--- src/rtl/alu_arbiter.sv ---
// ---------------------------------------------------------------------------
// alu_arbiter
//
// Shares one pipelined ALU between two requesters. One request is accepted
// at a time, its operands are driven onto the ALU, and after ALU_LAT
// register stages the result is returned to the requester that issued it.
// When both requesters are waiting, grants alternate between them.
//
// Parameters
//   ALU_LAT      ALU register stages between operands and result (0..7)
//
// Ports
//   clk          system clock, all logic on the rising edge
//   rst          synchronous active-high reset
//   req0_*       requester 0: valid, operand a, operand b, opcode s
//   req1_*       requester 1: same as requester 0
//   req0_ready   one-cycle accept pulse to requester 0
//   req1_ready   one-cycle accept pulse to requester 1
//   resp0_valid  one-cycle result pulse to requester 0
//   resp1_valid  one-cycle result pulse to requester 1
//   resp_f       shared result bus, holds the last captured result
//   alu_a/b/s    operand and opcode drive to the ALU
//   alu_f        result from the ALU
//   busy         high whenever the arbiter is not idle
//   op_count     completed operations, wraps at 256
// ---------------------------------------------------------------------------
module alu_arbiter #(
    parameter int unsigned ALU_LAT = 1
) (
    input  logic       clk,
    input  logic       rst,
    input  logic       req0_valid,
    input  logic [1:0] req0_a,
    input  logic [1:0] req0_b,
    input  logic [2:0] req0_s,
    input  logic       req1_valid,
    input  logic [1:0] req1_a,
    input  logic [1:0] req1_b,
    input  logic [2:0] req1_s,
    output logic       req0_ready,
    output logic       req1_ready,
    output logic       resp0_valid,
    output logic       resp1_valid,
    output logic [3:0] resp_f,
    output logic [1:0] alu_a,
    output logic [1:0] alu_b,
    output logic [2:0] alu_s,
    input  logic [3:0] alu_f,
    output logic       busy,
    output logic [7:0] op_count
);

    typedef enum logic [1:0] {
        IDLE = 2'd0,
        BUSY = 2'd1,
        DONE = 2'd2
    } state_t;

    localparam logic [2:0] LAT = 3'(ALU_LAT);

    state_t     state_q,      state_d;
    logic [2:0] cnt_q,        cnt_d;
    logic       owner_q,      owner_d;
    logic       last_q,       last_d;
    logic [1:0] alu_a_q,      alu_a_d;
    logic [1:0] alu_b_q,      alu_b_d;
    logic [2:0] alu_s_q,      alu_s_d;
    logic       req0_ready_q, req0_ready_d;
    logic       req1_ready_q, req1_ready_d;
    logic       resp0_q,      resp0_d;
    logic       resp1_q,      resp1_d;
    logic [3:0] resp_f_q,     resp_f_d;
    logic [7:0] op_count_q,   op_count_d;
    logic       busy_q,       busy_d;
    logic       grant;

    // Next-state logic. Everything that leaves the block is computed here as
    // a _d value and registered below, so every output is a flop.
    // Requester 1 wins when it is the only one asking, or when both ask and
    // requester 1 was not the previous winner.
    always_comb begin
        state_d      = state_q;
        cnt_d        = cnt_q;
        owner_d      = owner_q;
        last_d       = last_q;
        alu_a_d      = alu_a_q;
        alu_b_d      = alu_b_q;
        alu_s_d      = alu_s_q;
        req0_ready_d = 1'b0;
        req1_ready_d = 1'b0;
        resp0_d      = 1'b0;
        resp1_d      = 1'b0;
        resp_f_d     = resp_f_q;
        op_count_d   = op_count_q;
        grant        = req1_valid & (~req0_valid | ~last_q);

        case (state_q)
            IDLE: begin
                if (req0_valid || req1_valid) begin
                    if (grant) begin
                        alu_a_d      = req1_a;
                        alu_b_d      = req1_b;
                        alu_s_d      = req1_s;
                        req1_ready_d = 1'b1;
                    end else begin
                        alu_a_d      = req0_a;
                        alu_b_d      = req0_b;
                        alu_s_d      = req0_s;
                        req0_ready_d = 1'b1;
                    end
                    owner_d = grant;
                    last_d  = grant;
                    cnt_d   = 3'd0;
                    state_d = BUSY;
                end
            end

            // Operands stay parked on the ALU while cnt walks through the
            // pipeline latency; the result is taken on the edge where cnt
            // has reached ALU_LAT.
            BUSY: begin
                if (cnt_q == LAT) begin
                    resp_f_d   = alu_f;
                    resp0_d    = ~owner_q;
                    resp1_d    = owner_q;
                    op_count_d = op_count_q + 8'd1;
                    state_d    = DONE;
                end else begin
                    cnt_d = cnt_q + 3'd1;
                end
            end

            DONE: begin
                state_d = IDLE;
            end

            default: begin
                state_d = IDLE;
            end
        endcase

        busy_d = (state_d != IDLE);
    end

    // State and output registers. Reset drops any in-flight operation
    // without a response and re-arms the tie-break so requester 0 wins next.
    always_ff @(posedge clk) begin
        if (rst) begin
            state_q      <= IDLE;
            cnt_q        <= 3'd0;
            owner_q      <= 1'b0;
            last_q       <= 1'b1;
            alu_a_q      <= 2'd0;
            alu_b_q      <= 2'd0;
            alu_s_q      <= 3'd0;
            req0_ready_q <= 1'b0;
            req1_ready_q <= 1'b0;
            resp0_q      <= 1'b0;
            resp1_q      <= 1'b0;
            resp_f_q     <= 4'd0;
            op_count_q   <= 8'd0;
            busy_q       <= 1'b0;
        end else begin
            state_q      <= state_d;
            cnt_q        <= cnt_d;
            owner_q      <= owner_d;
            last_q       <= last_d;
            alu_a_q      <= alu_a_d;
            alu_b_q      <= alu_b_d;
            alu_s_q      <= alu_s_d;
            req0_ready_q <= req0_ready_d;
            req1_ready_q <= req1_ready_d;
            resp0_q      <= resp0_d;
            resp1_q      <= resp1_d;
            resp_f_q     <= resp_f_d;
            op_count_q   <= op_count_d;
            busy_q       <= busy_d;
        end
    end

    assign req0_ready  = req0_ready_q;
    assign req1_ready  = req1_ready_q;
    assign resp0_valid = resp0_q;
    assign resp1_valid = resp1_q;
    assign resp_f      = resp_f_q;
    assign alu_a       = alu_a_q;
    assign alu_b       = alu_b_q;
    assign alu_s       = alu_s_q;
    assign busy        = busy_q;
    assign op_count    = op_count_q;

endmodule

--- config.mk ---
export PLATFORM = sky130hd
export DESIGN_NAME = alu_arbiter
export DESIGN_NICKNAME = d
export VERILOG_FILES = /design/src/rtl/alu_arbiter.sv
export SDC_FILE = /design/constraint.sdc
export NUM_CORES = 1
export LEC_CHECK = 0
export CAP_MARGIN = 10
export CORE_MARGIN = 8
export CORE_UTILIZATION = 46
export DETAILED_ROUTE_END_ITERATION = 12
export PLACE_DENSITY = 0.83
export SYNTH_ARGS = -nofsm -noshare
export SYNTH_HDL_FRONTEND = slang
export SYNTH_SLANG_ARGS = --single-unit
export TNS_END_PERCENT = 100
--- constraint.sdc ---
create_clock -name clk -period 4.4 [get_ports clk]
set_input_delay 0.88 -clock clk [delete_from_list [all_inputs] [get_ports clk]]
set_output_delay 0.88 -clock clk [all_outputs]
set_load 0.03 [all_outputs]
==> results.sh, run 1 <==
export IMPL_status="finished, final reports clean"
export IMPL_drive_gt1_frac=0.05263
export IMPL_num_vias=1109
export IMPL_final_number_of_max_transition_violations=0
export IMPL_synth_area_leader_cell="sky130_fd_sc_hd__dfxtp_1"
export IMPL_critPathBufInv=2
export IMPL_cts_htree_levels=2
export IMPL_synth_top_area_frac=0.4975
export IMPL_detailed_place_area_mm2=0.001715
export IMPL_grtUsageTotal=0.1335
export IMPL_post_drt_via_cell_ratio=5.490
export IMPL_design_area_mm2=0.001757
export IMPL_footprint_of_the_multi_input_gates_um2=583.1
export IMPL_post_route_util=0.6598
export IMPL_antenna_found_initial=0
export IMPL_post_layout_total_power_mw=0.5360
export IMPL_cts_buffers_inserted=5
export IMPL_ant_nets=0
export IMPL_dominantRegCellSynth="sky130_fd_sc_hd__dfxtp_1"
export IMPL_floorplan_core_area_mm2=0.002663
export IMPL_place_hpwl_um=2307
export IMPL_setup_total_negative_slack_ns=0
export IMPL_power_per_cell_area_mw_per_mm2=305.1
export IMPL_io_buffers=45
export IMPL_finalCriticalPeriod_ns=2.431
export IMPL_timing_max_cap_violations=0
export IMPL_rows=19
export IMPL_postSynthCellCount=125
export IMPL_endpoint_with_the_worst_hold_slack="resp0_valid"
export IMPL_die_width_um=68.08
export IMPL_ir_drop_mv=0.2565
export IMPL_timing_critical_path_fanout_max=21
export IMPL_timing_reg2reg_worst_path_depth=4
export IMPL_timing_rr_start="cnt_q[0]"
export IMPL_drt_iter0_drc=36
export IMPL_ys_seq_area_frac=0.4975
export IMPL_min_period_over_period=0.5525
export IMPL_critPathSlowestCell="sky130_fd_sc_hd__nor3_1"
export IMPL_worstSkewPairLatency_ns=0.32
export IMPL_ys_async_sr_fraction=0
export IMPL_avg_wl_per_cell_um=15.18
export IMPL_post_synthesis_to_final_layout_area_growth_pct=40.82
export IMPL_timing_hold_worst_start="owner_q"
export IMPL_routed_wirelength_um=3067
export IMPL_gr_total_overflow=0
export IMPL_globalplace_congestion=0.7580
export IMPL_number_of_enable_flip_flop_cells_after_synthesis=0
export IMPL_hold_depth=1
export IMPL_drt_drc_violations_left=0
export IMPL_timing_critical_path_cells="clkdlybuf4s50_1, buf_4, nor3_1, and3_1, a221o_1"
export IMPL_grt_pass1_wl_um=4643
export IMPL_fmaxAchievable_mhz=411.4
export IMPL_setup_worst_path_class="in -> reg"
export IMPL_nFillCells=242
export IMPL_crit_path_end_kind="flip-flop"
export IMPL_synth_area_mm2=0.001247
export IMPL_first_global_vias=1036
export IMPL_worst_path_max_stage_delay_ns=0.52
export IMPL_placed_cells_incl_taps=196
export IMPL_antenna_diode_count=0
export IMPL_reg2reg_to="op_count[7]"
export IMPL_worst_pin_slew_ns=0.8085
export IMPL_worst_path_dominant_cell_family="simple AND/OR/NAND/NOR gates"
export IMPL_synthesis_nets=150
export IMPL_rsz0062_at_grt="false"
export IMPL_ys_top_cells_by_area="sky130_fd_sc_hd__dfxtp_1, sky130_fd_sc_hd__a221o_1, sky130_fd_sc_hd__and4_1"
export IMPL_clk_pin_slew_worst_paths_ns=0.08
export IMPL_cts_path_max_buffers=2
export IMPL_grt_max_degree=22
export IMPL_final_hold_viol_count=0
export IMPL_final_cell_count_no_fill=202
export IMPL_clock_tree_root_cell="sky130_fd_sc_hd__clkbuf_4"
export IMPL_crit_path_start_kind="input port"
export IMPL_floorplan_initialDensity=0.4685
export IMPL_avgSynthCellArea_um2=9.980
export IMPL_rrSetupSlack_ns=2.13
export IMPL_synth_cell_types=31
export IMPL_worst_min_delay_path_category="reg -> reg"
export IMPL_seq_area_um2=620.6
export IMPL_finalClockSkew_ns=0.002656
export IMPL_clock_sinks=31
export IMPL_die_h_um=68.08
export IMPL_cts_hold_buf=0
export IMPL_synth_ff_latch_count=31
export IMPL_die_area_mm2=0.004634
export IMPL_finish_net_count=197
export IMPL_leakage_nw=0.6954
export IMPL_drtPass1Iterations=4
export IMPL_ys_warn_count=0
export IMPL_slew_limit_headroom=0.4579
export IMPL_cts_repair_resized=0
export IMPL_tritoncts="yes"
export IMPL_io_pins=46
export IMPL_cp_arrival_ns=2.69
export IMPL_final_setup_viol_count=0
export IMPL_required_ns=4.66
export IMPL_post_cts_setup_buffer_count=0
-- worst max path at each step --
stage / from / endpoint / depth (start not counted)
after floorplan: req0_valid / alu_a[0] / 4
after detailed placement: rst / alu_b[0] / 5
after global routing: rst / alu_a[1] / 5
final: rst / alu_s[1] / 5
after CTS: rst / alu_b[0] / 5
after global placement: rst / alu_s[2] / 5
-- state kept, by name, summed over array words and instances, names as in the netlist --
name and count:
op_count 8, resp_f 4, alu_s 3, cnt_q 3
alu_a 2, alu_b 2, state_q 2, busy 1
last_q 1, owner_q 1, req0_ready 1, req1_ready 1
resp0_valid 1, resp1_valid 1
-- Yosys cell counts (all sizes together) (4+ instances only) --
library cell	n
o21ai	5
a21oi	10
nor3	4
or3	5
nor2	9
dfxtp	31
nand3	4
mux2i	5
inv	4
a221o	7
and4	7
-- metal layers --
metal  GRT usage  share of wire  vias up
li1            -              -      559
met1      0.1378           0.41      519
met2      0.2239           0.52       24
met3     0.04255          0.041        7
met4     0.09719          0.024        0
met5           0              0        -
-- stage by stage --
stage	setup WS, ns	hold WS (ns)
finish	1.969	0.4481
global route	1.815	0.4772
CTS	1.970	0.4494
detailed placement	1.636	0.4397
global placement	1.782	0.4432
floorplan	2.541	0.4170
-- where the power goes --
| group | internal, mW | switching [mW] | total (mW) |
|---|---|---|---|
| registers | 0.293 | 0.00862 | 0.302 |
| clock network | 0.0567 | 0.0847 | 0.141 |
| logic | 0.0466 | 0.0459 | 0.0925 |
-- worst register-to-register path: stages (launching register included) --
cell                        delay [ns]
sky130_fd_sc_hd__dfxtp_1          0.38
sky130_fd_sc_hd__ha_1             0.22
sky130_fd_sc_hd__nand4bb_1        0.66
sky130_fd_sc_hd__nor4_1           0.54
sky130_fd_sc_hd__mux2_2           0.37
-- layout by cell type, fill, tap and decap left out, types with 2 or more instances in the layout --
cell type	n
sky130_fd_sc_hd__a21o_1	2
sky130_fd_sc_hd__a21oi_1	9
sky130_fd_sc_hd__a221o_1	7
sky130_fd_sc_hd__and3_1	2
sky130_fd_sc_hd__and4_1	7
sky130_fd_sc_hd__clkbuf_4	5
sky130_fd_sc_hd__clkdlybuf4s50_1	45
sky130_fd_sc_hd__dfxtp_1	31
sky130_fd_sc_hd__ha_1	3
sky130_fd_sc_hd__inv_1	4
sky130_fd_sc_hd__mux2i_1	5
sky130_fd_sc_hd__nand2_1	2
sky130_fd_sc_hd__nand2b_1	3
sky130_fd_sc_hd__nand3_1	4
sky130_fd_sc_hd__nor2_1	9
sky130_fd_sc_hd__nor2b_1	2
sky130_fd_sc_hd__nor3_1	4
sky130_fd_sc_hd__nor4_1	2
sky130_fd_sc_hd__o21ai_0	5
sky130_fd_sc_hd__o31ai_1	3
sky130_fd_sc_hd__or3_1	5
sky130_fd_sc_hd__or4_1	2
-- final cells by class --
type	instances	area share
Sequential cell	31	0.3533
Multi-Input combinational cell	84	0.3319
Timing Repair Buffer	46	0.2607
Clock buffer	6	0.02350
Tap cell	31	0.02208
Inverter	4	0.008547
-- cells by family after synthesis --
group | synth area share
compound gates | 0.1585
xor+xnor | 0.007022
fa+ha+maj | 0.03009
buf+inv | 0.03510
flops | 0.4975
mux | 0.04915
simple gates | 0.2227
(Power assumes the default switching activity.)
==> inputs of run 2 (changes only) <==
--- a/config.mk
+++ b/config.mk
@@ -7,9 +7,9 @@
 export LEC_CHECK = 0
 export CAP_MARGIN = 10
 export CORE_MARGIN = 8
-export CORE_UTILIZATION = 46
+export CORE_UTILIZATION = 43
 export DETAILED_ROUTE_END_ITERATION = 12
-export PLACE_DENSITY = 0.83
+export PLACE_DENSITY = 0.78
 export SYNTH_ARGS = -nofsm -noshare
 export SYNTH_HDL_FRONTEND = slang
 export SYNTH_SLANG_ARGS = --single-unit
==> constraint.sdc (replaced) <==
create_clock -name clk -period 2.3 [get_ports clk]
set_input_delay 0.46 -clock clk [delete_from_list [all_inputs] [get_ports clk]]
set_output_delay 0.46 -clock clk [all_outputs]
set_load 0.03 [all_outputs]
==> results.sh, run 2 (synthesized netlist as in run 1, its figures left out) <==
export IMPL_finalClockSkew_ns=0.004531
export IMPL_clk_pin_slew_worst_paths_ns=0.09
export IMPL_worst_min_delay_path_category="reg -> reg"
export IMPL_cts_path_max_buffers=2
export IMPL_met2_length_um=1709
export IMPL_grtUsageTotal=0.1326
export IMPL_seq_area_um2=620.6
export IMPL_drtPass1Iterations=4
export IMPL_grt_pass1_wl_um=5347
export IMPL_post_cts_setup_buffer_count=0
export IMPL_drt_drc_violations_left=0
export IMPL_power_switching_mw=0.2830
export IMPL_worstSkewPairLatency_ns=0.32
export IMPL_cts_repair_resized=0
export IMPL_crit_path_end_kind="output port"
export IMPL_antenna_found_initial=0
export IMPL_cellInternalPower_mw=0.8339
export IMPL_layout_cells_most_common="sky130_fd_sc_hd__clkdlybuf4s50_1"
export IMPL_grt_max_degree=21
export IMPL_worst_path_max_stage_delay_ns=0.71
export IMPL_met3_wirelength_um=148
export IMPL_cts_buffers_inserted=5
export IMPL_fmaxAchievable_mhz=524.5
export IMPL_die_width_um=69.86
export IMPL_largest_reg_flops=8
export IMPL_power_per_cell_area_mw_per_mm2=618.2
export IMPL_clock_sinks=31
export IMPL_ant_nets=0
export IMPL_die_area_mm2=0.004880
export IMPL_antenna_diode_count=0
export IMPL_rows=19
export IMPL_min_period_over_period=0.8289
export IMPL_drive_gt1_frac=0.07955
export IMPL_critPathSlowestCell="sky130_fd_sc_hd__clkdlybuf4s50_1"
export IMPL_timing_critical_path_fanout_max=6
export IMPL_post_drt_via_cell_ratio=5.522
export IMPL_most_common_layout_cells="sky130_fd_sc_hd__clkdlybuf4s50_1, sky130_fd_sc_hd__dfxtp_1, sky130_fd_sc_hd__nor2_1, sky130_fd_sc_hd__a21oi_1"
export IMPL_final_number_of_max_transition_violations=0
export IMPL_post_synthesis_to_final_layout_area_growth_pct=44.83
export IMPL_rsz0062_at_grt="false"
export IMPL_ir_drop_mv=0.5203
export IMPL_timing_max_cap_violations=0
export IMPL_crit_path_start_kind="flip-flop"
export IMPL_floorplan_core_area_mm2=0.002758
export IMPL_worst_path_dominant_cell_family="buffers and inverters"
export IMPL_switching_share=0.2534
export IMPL_floorplan_initialDensity=0.4524
export IMPL_first_global_vias=1157
export IMPL_drt_iter0_drc=35
export IMPL_cts_hold_buf=0
export IMPL_final_setup_viol_count=0
export IMPL_critPathBufInv=1
export IMPL_worst_pin_slew_ns=0.5456
export IMPL_m1WireLength_um=1349
export IMPL_power_frac_seq=0.518
export IMPL_cp_arrival_ns=1.45
export IMPL_gr_total_overflow=0
export IMPL_leakage_nw=0.7238
export IMPL_dr_max_layer_used="met4"
export IMPL_nFillCells=232
export IMPL_setup_worst_path_class="reg -> out"
export IMPL_finalCriticalPeriod_ns=1.907
export IMPL_io_pins=46
export IMPL_die_h_um=69.86
export IMPL_routed_wirelength_um=3252
export IMPL_footprint_of_the_multi_input_gates_um2=583.1
export IMPL_tritoncts="yes"
export IMPL_proportion_of_power_drawn_by_combinational_gates=0.164
export IMPL_status="finished, final reports clean"
export IMPL_setup_total_negative_slack_ns=0
export IMPL_io_buffers=45
export IMPL_timing_critical_path_cells="clkdlybuf4s50_1"
export IMPL_required_ns=1.84
export IMPL_globalplace_congestion=0.7434
export IMPL_num_vias=1143
export IMPL_clock_tree_root_cell="sky130_fd_sc_hd__clkbuf_4"
export IMPL_pwr_share_clk=0.318
export IMPL_place_hpwl_um=2514
export IMPL_worst_hold_slack_ns=0.4638
export IMPL_cts_htree_levels=2
export IMPL_final_hold_viol_count=0
export IMPL_slew_limit_headroom=0.6335
export IMPL_avg_wl_per_cell_um=15.71
export IMPL_finish_net_count=200
[run 2: path summary, 6_finish.rpt]
kind                     from  cells past startpoint     endpoint  slack, ns
setup reg to reg     cnt_q[0]                      4  op_count[7]       0.57
setup / recovery  op_count[2]                      1  op_count[2]       0.39
hold / removal         last_q                      2       last_q       0.46
hold reg to reg        last_q                      2       last_q       0.46
[run 2: power groups by stage]
stage,registers [mW],clock network [mW],logic [mW]
2_1_floorplan,0.623,0,0.0580
3_3_place_gp,0.590,0,0.179
3_5_place_dp,0.591,0,0.184
4_1_cts,0.579,0.363,0.185
5_1_grt,0.582,0.390,0.196
6_report,0.579,0.355,0.183
[run 2: per-layer routing]
metal  vias to the layer above  global-route usage
met3                         5             0.05085
met4                         0             0.06027
met2                        25              0.2223
li1                        569                   -
met1                       544              0.1439
met5                         -                   0
[run 2: through the flow]
| stage | instances | instance area, µm² | power, mW | worst slack [ns] | util |
|---|---|---|---|---|---|
| 5_1_grt | 207 | 1807 | 1.169 | 0.3298 | 0.6552 |
| 2_1_floorplan | 125 | 1247 | 0.6812 | 0.7916 | - |
| 6_report | 207 | 1807 | 1.117 | 0.3935 | 0.6552 |
| 4_1_cts | 207 | 1807 | 1.127 | 0.3836 | 0.6552 |
| 3_5_place_dp | 199 | 1738 | 0.7746 | 0.3819 | 0.6302 |
| 3_3_place_gp | 199 | 1738 | 0.7692 | 0.4479 | 0.6302 |
[run 2: layout make-up]
| cell class | count | share of cell area |
|---|---|---|
| Inverter | 4 | 0.008310 |
| Sequential cell | 31 | 0.3435 |
| Timing Repair Buffer | 49 | 0.2659 |
| Clock buffer | 8 | 0.03809 |
| Tap cell | 31 | 0.02147 |
| Multi-Input combinational cell | 84 | 0.3227 |
[run 2: worst min-delay path: cells and delay by family (launching register included)]
kind | cells | cell delay [ns]
buf+inv | 1 | 0.05
flops | 1 | 0.32
compound gates | 1 | 0.05
==> inputs of run 3 (changes only) <==
==> constraint.sdc (replaced) <==
create_clock -name clk -period 1.85 [get_ports clk]
set_input_delay 0.37 -clock clk [delete_from_list [all_inputs] [get_ports clk]]
set_output_delay 0.37 -clock clk [all_outputs]
set_load 0.03 [all_outputs]
==> results.sh, run 3 (synthesized netlist as in run 1, its figures left out) <==
export IMPL_cts_hold_buf=0
export IMPL_io_pins=46
export IMPL_io_buffers=45
export IMPL_rrSetupSlack_ns=0.08
export IMPL_drt_drc_violations_left=0
export IMPL_grtUsageTotal=0.1354
export IMPL_finish_net_count=201
export IMPL_worst_min_delay_path_category="reg -> reg"
export IMPL_rsz0062_at_grt="false"
export IMPL_leakage_nw=0.7873
export IMPL_post_layout_total_power_mw=1.349
export IMPL_final_hold_viol_count=0
export IMPL_slew_limit_headroom=0.7336
export IMPL_cts_path_max_buffers=2
export IMPL_nFillCells=221
export IMPL_timing_rr_start="cnt_q[0]"
export IMPL_worst_pin_slew_ns=0.3995
export IMPL_final_setup_viol_count=0
export IMPL_place_hpwl_um=2551
export IMPL_grt_max_degree=21
export IMPL_crit_path_end_kind="output port"
export IMPL_timing_critical_path_cells="clkdlybuf4s50_1"
export IMPL_largest_reg_flops=8
export IMPL_grt_pass1_wl_um=5478
export IMPL_setup_total_negative_slack_ns=0
export IMPL_status="finished, final reports clean"
export IMPL_tritoncts="yes"
export IMPL_seq_area_um2=620.6
export IMPL_min_period_over_period=0.9609
export IMPL_drtPass1Iterations=4
export IMPL_layout_cells_most_common="sky130_fd_sc_hd__clkdlybuf4s50_1"
export IMPL_floorplan_core_area_mm2=0.002758
export IMPL_fmaxAchievable_mhz=562.5
export IMPL_die_area_mm2=0.004880
export IMPL_floorplan_initialDensity=0.4524
export IMPL_rows=19
export IMPL_setup_worst_path_class="reg -> out"
export IMPL_required_ns=1.48
export IMPL_die_h_um=69.86
export IMPL_footprint_of_the_multi_input_gates_um2=583.1
export IMPL_finalClockSkew_ns=0.01025
export IMPL_avg_wl_per_cell_um=15.87
export IMPL_clock_tree_root_cell="sky130_fd_sc_hd__clkbuf_4"
export IMPL_critical_path_startpoint="op_count[0]"
export IMPL_worstSkewPairLatency_ns=0.33
export IMPL_post_synthesis_to_final_layout_area_growth_pct=46.04
export IMPL_routed_wirelength_um=3285
export IMPL_timing_critical_path_fanout_max=4
export IMPL_cts_buffers_inserted=5
export IMPL_critPathBufInv=1
export IMPL_drt_iter0_drc=65
export IMPL_most_common_layout_cells="sky130_fd_sc_hd__clkdlybuf4s50_1, sky130_fd_sc_hd__dfxtp_1, sky130_fd_sc_hd__nor2_1, sky130_fd_sc_hd__a21oi_1"
export IMPL_power_per_cell_area_mw_per_mm2=740.4
export IMPL_post_drt_via_cell_ratio=5.609
export IMPL_first_global_vias=1184
export IMPL_antenna_found_initial=0
export IMPL_die_width_um=69.86
export IMPL_timing_reg2reg_worst_path_depth=5
export IMPL_setup_worst_path_end="op_count[0]"
export IMPL_clk_pin_slew_worst_paths_ns=0.10
export IMPL_gr_total_overflow=0
export IMPL_globalplace_congestion=0.7615
export IMPL_final_number_of_max_transition_violations=0
export IMPL_timing_max_cap_violations=0
export IMPL_antenna_diode_count=0
export IMPL_drive_gt1_frac=0.08523
export IMPL_num_vias=1161
export IMPL_cts_htree_levels=2
export IMPL_number_of_stages_on_the_worst_setup_path=1
export IMPL_post_cts_setup_buffer_count=0
export IMPL_ir_drop_mv=0.6077
export IMPL_reg2reg_to="op_count[6]"
export IMPL_cts_repair_resized=0
export IMPL_cp_arrival_ns=1.41
export IMPL_worst_path_dominant_cell_family="buffers and inverters"
export IMPL_clock_sinks=31
export IMPL_crit_path_start_kind="flip-flop"
export IMPL_worst_path_max_stage_delay_ns=0.69
export IMPL_finalCriticalPeriod_ns=1.778
export IMPL_ant_nets=0
export IMPL_critPathSlowestCell="sky130_fd_sc_hd__clkdlybuf4s50_1"
-- run 3: cell types whose count changed in the layout (fill, tap and decap cells not counted) --
cell | before | now
sky130_fd_sc_hd__clkinv_2 | 0 | 1
sky130_fd_sc_hd__clkdlybuf4s50_1 | 45 | 42
sky130_fd_sc_hd__dlymetal6s2s_1 | 0 | 3
sky130_fd_sc_hd__clkbuf_1 | 1 | 0
sky130_fd_sc_hd__buf_12 | 0 | 1
sky130_fd_sc_hd__clkbuf_8 | 2 | 1
-- run 3: how the worst min path moves through the flow --
stage                 start           to  slack (ns)  cells past startpoint
floorplan           owner_q  resp0_valid        0.42                      1
global placement     last_q       last_q        0.44                      2
detailed placement   last_q       last_q        0.45                      2
CTS                  last_q       last_q        0.46                      2
global route        owner_q  resp0_valid        0.50                      1
finish               last_q       last_q        0.46                      2
-- run 3: final cells by class --
class	count	area share
sequential	31	0.3407
multi-input combinational	84	0.3201
timing repair buffer	50	0.2788
inverter	4	0.008242
clock buffer	6	0.02816
clock inverter	1	0.002747
tap	31	0.02129
-- run 3: layer usage --
metal  GRT usage  wire length (µm)  up-vias
met5           0                 0        -
met4     0.06027                44        0
met3     0.05367               220        6
met2      0.2386              1746       26
met1      0.1370              1274      562
li1            -                 -      567
-- run 3: per-stage QoR --
stage                     area (µm²)  hold slack [ns]  cells  setup slack, ns  utilization
final                           1822           0.4645    207          0.07225       0.6606
after global routing            1822           0.4955    207         0.002952       0.6606
after CTS                       1814           0.4633    207          0.01229       0.6579
after detailed placement        1758           0.4473    200          0.02321       0.6375
after global placement          1758           0.4416    200          0.08981       0.6375
after floorplan                 1247           0.4170    125           0.3416            -
-- run 3: tightest hold or removal path, delay by kind of cell, from the launching register on --
| kind | cells | cell delay (ns) |
|---|---|---|
| AO/OA/AOI/OAI | 1 | 0.05 |
| buffers and inverters | 1 | 0.05 |
| flip-flops | 1 | 0.33 |
-- run 3: power by group --
part	internal, mW	total [mW]	switching [mW]
Clock	0.176	0.398	0.222
Sequential	0.698	0.719	0.0211
Combinational	0.119	0.232	0.113
Total	0.993	1.35	0.356
